==> src/rtl/alu_pkg.sv <==
// Shared ALU definitions: op encoding, supported-op bound and arbiter state type.
// Used by the alu, the arbiter and the decoder.
package alu_pkg;

    typedef enum logic [3:0] {
        ALU_ADD  = 4'd0,
        ALU_SUB  = 4'd1,
        ALU_AND  = 4'd2,
        ALU_OR   = 4'd3,
        ALU_XOR  = 4'd4,
        ALU_SLL  = 4'd5,
        ALU_SRL  = 4'd6,
        ALU_SRA  = 4'd7,
        ALU_SLT  = 4'd8,
        ALU_SLTU = 4'd9
    } alu_op_t;

    localparam logic [3:0] ALU_OP_MAX = 4'd9;

    typedef enum logic {
        IDLE = 1'b0,
        HOLD = 1'b1
    } arb_state_t;

    function automatic logic op_supported(logic [3:0] op);
        return op <= ALU_OP_MAX;
    endfunction

endpackage

==> src/rtl/alu.sv <==
// Combinational ALU: add/sub, bitwise logic, shifts by b[4:0], signed/unsigned set-less-than.
// Unsupported op codes produce a zero result.
module alu
    import alu_pkg::*;
#(
    parameter int unsigned WIDTH = 32
) (
    input  logic [WIDTH-1:0] a,
    input  logic [WIDTH-1:0] b,
    input  logic [3:0]       alu_op,
    output logic [WIDTH-1:0] result,
    output logic             zero_flag
);

    logic [4:0] shamt;

    assign shamt = b[4:0];

    always_comb begin
        result = '0;
        case (alu_op)
            ALU_ADD:  result = a + b;
            ALU_SUB:  result = a - b;
            ALU_AND:  result = a & b;
            ALU_OR:   result = a | b;
            ALU_XOR:  result = a ^ b;
            ALU_SLL:  result = a << shamt;
            ALU_SRL:  result = a >> shamt;
            ALU_SRA:  result = WIDTH'($signed(a) >>> shamt);
            ALU_SLT:  result = {{(WIDTH-1){1'b0}}, ($signed(a) < $signed(b))};
            ALU_SLTU: result = {{(WIDTH-1){1'b0}}, (a < b)};
            default:  result = '0;
        endcase
    end

    assign zero_flag = (result == '0);

endmodule

==> src/rtl/alu_arbiter.sv <==
// Round-robin arbiter sharing one alu between two valid/ready requesters.
// One operation in flight; the result is held in a response register until consumed.
module alu_arbiter
    import alu_pkg::*;
#(
    parameter int unsigned WIDTH    = 32,
    parameter int unsigned ID_WIDTH = 1
) (
    input  logic                clk,
    input  logic                rst_n,

    input  logic                req0_valid,
    output logic                req0_ready,
    input  logic [WIDTH-1:0]    req0_a,
    input  logic [WIDTH-1:0]    req0_b,
    input  logic [3:0]          req0_op,

    input  logic                req1_valid,
    output logic                req1_ready,
    input  logic [WIDTH-1:0]    req1_a,
    input  logic [WIDTH-1:0]    req1_b,
    input  logic [3:0]          req1_op,

    output logic                resp_valid,
    input  logic                resp_ready,
    output logic [WIDTH-1:0]    resp_result,
    output logic                resp_zero,
    output logic [ID_WIDTH-1:0] resp_id,
    output logic                resp_err
);

    arb_state_t          state_q, state_d;
    logic                ptr_q, ptr_d;
    logic [WIDTH-1:0]    result_q, result_d;
    logic                zero_q, zero_d;
    logic [ID_WIDTH-1:0] id_q, id_d;
    logic                err_q, err_d;

    logic                grant;
    logic                can_accept;
    logic                accept;
    logic                op_err;
    logic [WIDTH-1:0]    alu_a;
    logic [WIDTH-1:0]    alu_b;
    logic [3:0]          alu_op;
    logic [WIDTH-1:0]    alu_result;
    logic                alu_zero;

    // Requester 1 wins when it is the only one asking, or when both ask and the pointer favours it.
    assign grant      = req1_valid & (~req0_valid | ptr_q);
    assign can_accept = (state_q == IDLE) | resp_ready;
    assign accept     = can_accept & (req0_valid | req1_valid) & rst_n;

    assign req0_ready = can_accept & ~grant & rst_n;
    assign req1_ready = can_accept &  grant & rst_n;

    assign alu_a  = grant ? req1_a  : req0_a;
    assign alu_b  = grant ? req1_b  : req0_b;
    assign alu_op = grant ? req1_op : req0_op;
    assign op_err = ~op_supported(alu_op);

    alu #(
        .WIDTH (WIDTH)
    ) u_alu (
        .a         (alu_a),
        .b         (alu_b),
        .alu_op    (alu_op),
        .result    (alu_result),
        .zero_flag (alu_zero)
    );

    always_comb begin
        state_d  = state_q;
        ptr_d    = ptr_q;
        result_d = result_q;
        zero_d   = zero_q;
        id_d     = id_q;
        err_d    = err_q;
        if (accept) begin
            state_d  = HOLD;
            ptr_d    = ~grant;
            result_d = op_err ? '0 : alu_result;
            zero_d   = op_err ? 1'b1 : alu_zero;
            id_d     = ID_WIDTH'(grant);
            err_d    = op_err;
        end else if ((state_q == HOLD) && resp_ready) begin
            state_d = IDLE;
        end
    end

    always_ff @(posedge clk) begin
        if (!rst_n) begin
            state_q  <= IDLE;
            ptr_q    <= 1'b0;
            result_q <= '0;
            zero_q   <= 1'b0;
            id_q     <= '0;
            err_q    <= 1'b0;
        end else begin
            state_q  <= state_d;
            ptr_q    <= ptr_d;
            result_q <= result_d;
            zero_q   <= zero_d;
            id_q     <= id_d;
            err_q    <= err_d;
        end
    end

    assign resp_valid  = (state_q == HOLD);
    assign resp_result = result_q;
    assign resp_zero   = zero_q;
    assign resp_id     = id_q;
    assign resp_err    = err_q;

endmodule
==> config.mk <==
export PLATFORM = sky130hd
export DESIGN_NAME = alu_arbiter
export DESIGN_NICKNAME = d
export VERILOG_FILES = /design/src/rtl/alu_pkg.sv /design/src/rtl/alu.sv /design/src/rtl/alu_arbiter.sv
export SDC_FILE = /design/constraint.sdc
export NUM_CORES = 1
export LEC_CHECK = 0
export CAP_MARGIN = 20
export CORE_ASPECT_RATIO = 1.4
export CORE_MARGIN = 2
export CORE_UTILIZATION = 40
export DETAILED_ROUTE_END_ITERATION = 10
export MAX_ROUTING_LAYER = met4
export PLACE_DENSITY = 0.59
export RECOVER_POWER = 50
export SLEW_MARGIN = 20
export SYNTH_ARGS = -nofsm -noshare
export SYNTH_HDL_FRONTEND = slang
export SYNTH_SLANG_ARGS = --single-unit
==> constraint.sdc <==
create_clock -name clk -period 12.8 [get_ports clk]
set_input_delay 2.56 -clock clk [delete_from_list [all_inputs] [get_ports clk]]
set_output_delay 2.56 -clock clk [all_outputs]
set_load 0.02 [all_outputs]
==> flow_summary.json <==
{
  "path_clk_slew_ns": 0.06,
  "final_common_cell": "nand2_1",
  "io_buffers": 178,
  "avgViaCountPerCell": 6.91,
  "die_w_um": 157,
  "die_area_um2": 34100,
  "post-cts-setup-buffers": 0,
  "p_leak_nw": 6.30,
  "switching_share": 0.580,
  "n_fill_cell": 3432,
  "worstSetupPathType": "in -> reg",
  "grt_pass1_vias": 16500,
  "path_max_fanout": 63,
  "postCtsHoldBufs": 0,
  "slew_viol_final": 64,
  "violations": "capacitance limit, slew limit",
  "grt_max_degree": 87,
  "drt_iter0_markers": 2349,
  "status": "finished, violations left",
  "die-height_um": 218,
  "initial_core_util": 0.404,
  "synth_cells": 2008,
  "multi_input_area_um2": 11300,
  "rows": 78,
  "yosys.area.top_type": "nand2_1",
  "hp-class": "reg -> reg",
  "ant_nets": 0,
  "p_clk_frac": 0.098,
  "p_comb_frac": 0.791,
  "finalSetupViolCount": 0,
  "p_int_uw": 521,
  "nets": 2306,
  "ys_seq_area_frac": 0.0567,
  "clock_skew_ns": 0.00202,
  "clk_path_buf_depth": 2,
  "endpoint_kind": "flip-flop",
  "cts_resized": 0,
  "p_per_area_nw_per_um2": 81.8,
  "gp_congestion": 1.10,
  "finalCritPeriodShare": 0.786,
  "wl_per_cell_um": 31.1,
  "cts-root-buf": "clkbuf_16",
  "worst_pin_slew_ns": 3.11,
  "critPathArrivalTime_ns": 10.28,
  "ys_seq_elements": 37,
  "synth.area.top_cells": "nand2_1 9.9%, ha_1 9.5%, mux2i_1 6.7%",
  "floorplan.io_pins": 179,
  "synthToLayoutAreaGrowth_pct": 16.0,
  "dr_total_vias": 17400,
  "min_period_ns": 10.06,
  "ir_drop_uv": 94.1,
  "drv_cap": 1,
  "hold_viol": 0,
  "postSynthAreaPerCell_um2": 6.51,
  "rsz0062_at_grt": "no",
  "syn-num-nets": 2250,
  "core_um2": 32300,
  "drive_gt1_frac": 0.0712,
  "seq_power_share": 0.111,
  "ys.flop_type": "dfxtp_1",
  "synth-edff-count": 0,
  "ff_latch_area_um2": 741,
  "first_pass_iters": 5,
  "synth_async_sr_flop_share": 0,
  "route.detailed.drc": 0,
  "setup_tns_ns": 0,
  "start_kind": "input pin",
  "placed_cell_area_um2": 15000,
  "ys_warn_count": 0,
  "dp_hpwl_mm": 61.3,
  "slew_headroom": -1.07,
  "crit_required_ns": 13.02,
  "synthDistinctLibCells": 101,
  "final_cell_mix": "345 x nand2_1, 144 x nor2_1, 139 x clkdlybuf4s50_1",
  "grt_pass1_wl_mm": 113,
  "clock_sinks": 37,
  "netlist_area_um2": 13100,
  "clk_latency_ns": 0.28,
  "grt_overflow": 0,
  "cts_buffers": 5,
  "stdcell_area_um2": 15100,
  "routed_wl_mm": 78.2,
  "groute.usage.overall": 0.462,
  "fmax_mhz": 99.4,
  "antenna_found_initial": 7,
  "cts_htree_levels": 2,
  "power_switching_uw": 718,
  "cts_tree": "built",
  "synth.top_cell.area_share": 0.0991
}
logic make-up (layout without fill, tap and decap cells):
family | count (synthesis) | after routing | share of synthesized area
AOI/OAI and AO/OA | 675 | 675 | 0.370
xor gates and xnor gates | 9 | 9 | 0.00603
adders and majority gates | 101 | 101 | 0.0979
buffers and inverters | 260 | 317 | 0.0829
DFF | 37 | 37 | 0.0567
muxes | 121 | 121 | 0.0982
other | 0 | 9 | 0
and+or+nand+nor | 805 | 805 | 0.288
worst max-delay path: stages:
cell and delay (ns):
buf_2 0.28, clkbuf_1 2.24, and3_1 0.47, a21oi_2 0.04, buf_4 0.27, ha_1 0.54, or4b_1 0.51, nor4_1 0.49
o2111ai_1 0.24, a31oi_1 0.56, a21oi_1 0.29, nand2b_1 0.26, and4_1 0.22, nor3_1 0.47, and4_1 0.27, nand4_1 0.10
nor4_1 0.28, a31o_1 0.18
path summary, 6_finish.rpt:
kind | slack (ns) | start | depth (start not counted) | endpoint
max reg2reg | 6.16 | ptr_q | 20 | resp_zero
min | 0.45 | resp_result[6] | 2 | resp_result[6]
min reg2reg | 0.45 | resp_result[6] | 2 | resp_result[6]
max | 2.74 | req1_valid | 18 | resp_zero
synthesized netlist by cell type (all sizes together), types with 37 or more instances:
master	n
nand3	47
inv	97
a21oi	123
clkbuf	81
nor3	59
nor2b	40
mux2i	88
nor2	146
ha	99
nand2	348
buf	81
nand2b	38
a31oi	37
o21ai	114
dfxtp	37
a221oi	53
layer usage:
metal / part of all wire / wire length [µm] / track usage
met2: 0.43 / 34000 / 0.690
met5: 0 / 0 / -
met1: 0.36 / 28400 / 0.526
met4: 0.10 / 7920 / 0.374
met3: 0.10 / 7850 / 0.104
power groups by stage:
stage	logic (mW)	clock network, mW	registers (mW)
2_1_floorplan	0.561	0	0.154
3_3_place_gp	0.933	0	0.139
3_5_place_dp	0.934	0	0.140
4_1_cts	0.939	0.123	0.138
5_1_grt	1.03	0.130	0.138
6_report	0.981	0.121	0.137
through the flow:
stage                     utilization  worst slack [ns]  hold slack (ns)  instances  power [mW]
final                           0.469              2.74            0.453       2514        1.24
after global placement          0.463              3.66            0.435       2496        1.07
after detailed placement        0.463              3.64            0.445       2496        1.07
after CTS                       0.468              3.93            0.461       2504        1.20
after global routing            0.469              2.58            0.487       2512        1.30
after floorplan                     -              5.26            0.502       2008       0.716
area by class of cell:
| class | count | area share |
|---|---|---|
| multi-input combinational | 1711 | 0.746 |
| timing repair buffer | 211 | 0.133 |
| sequential | 37 | 0.0489 |
| tap | 440 | 0.0363 |
| inverter | 98 | 0.0246 |
| clock buffer | 5 | 0.00826 |
| antenna | 9 | 0.00149 |
| clock inverter | 3 | 0.00140 |
flip-flops by register name, summed over array words and instances (netlist names):
| register | count |
|---|---|
| resp_result | 32 |
| resp_valid | 1 |
| resp_zero | 1 |
| ptr_q | 1 |
| resp_id | 1 |
| resp_err | 1 |
Note: power is estimated with default switching activity, not from simulation.
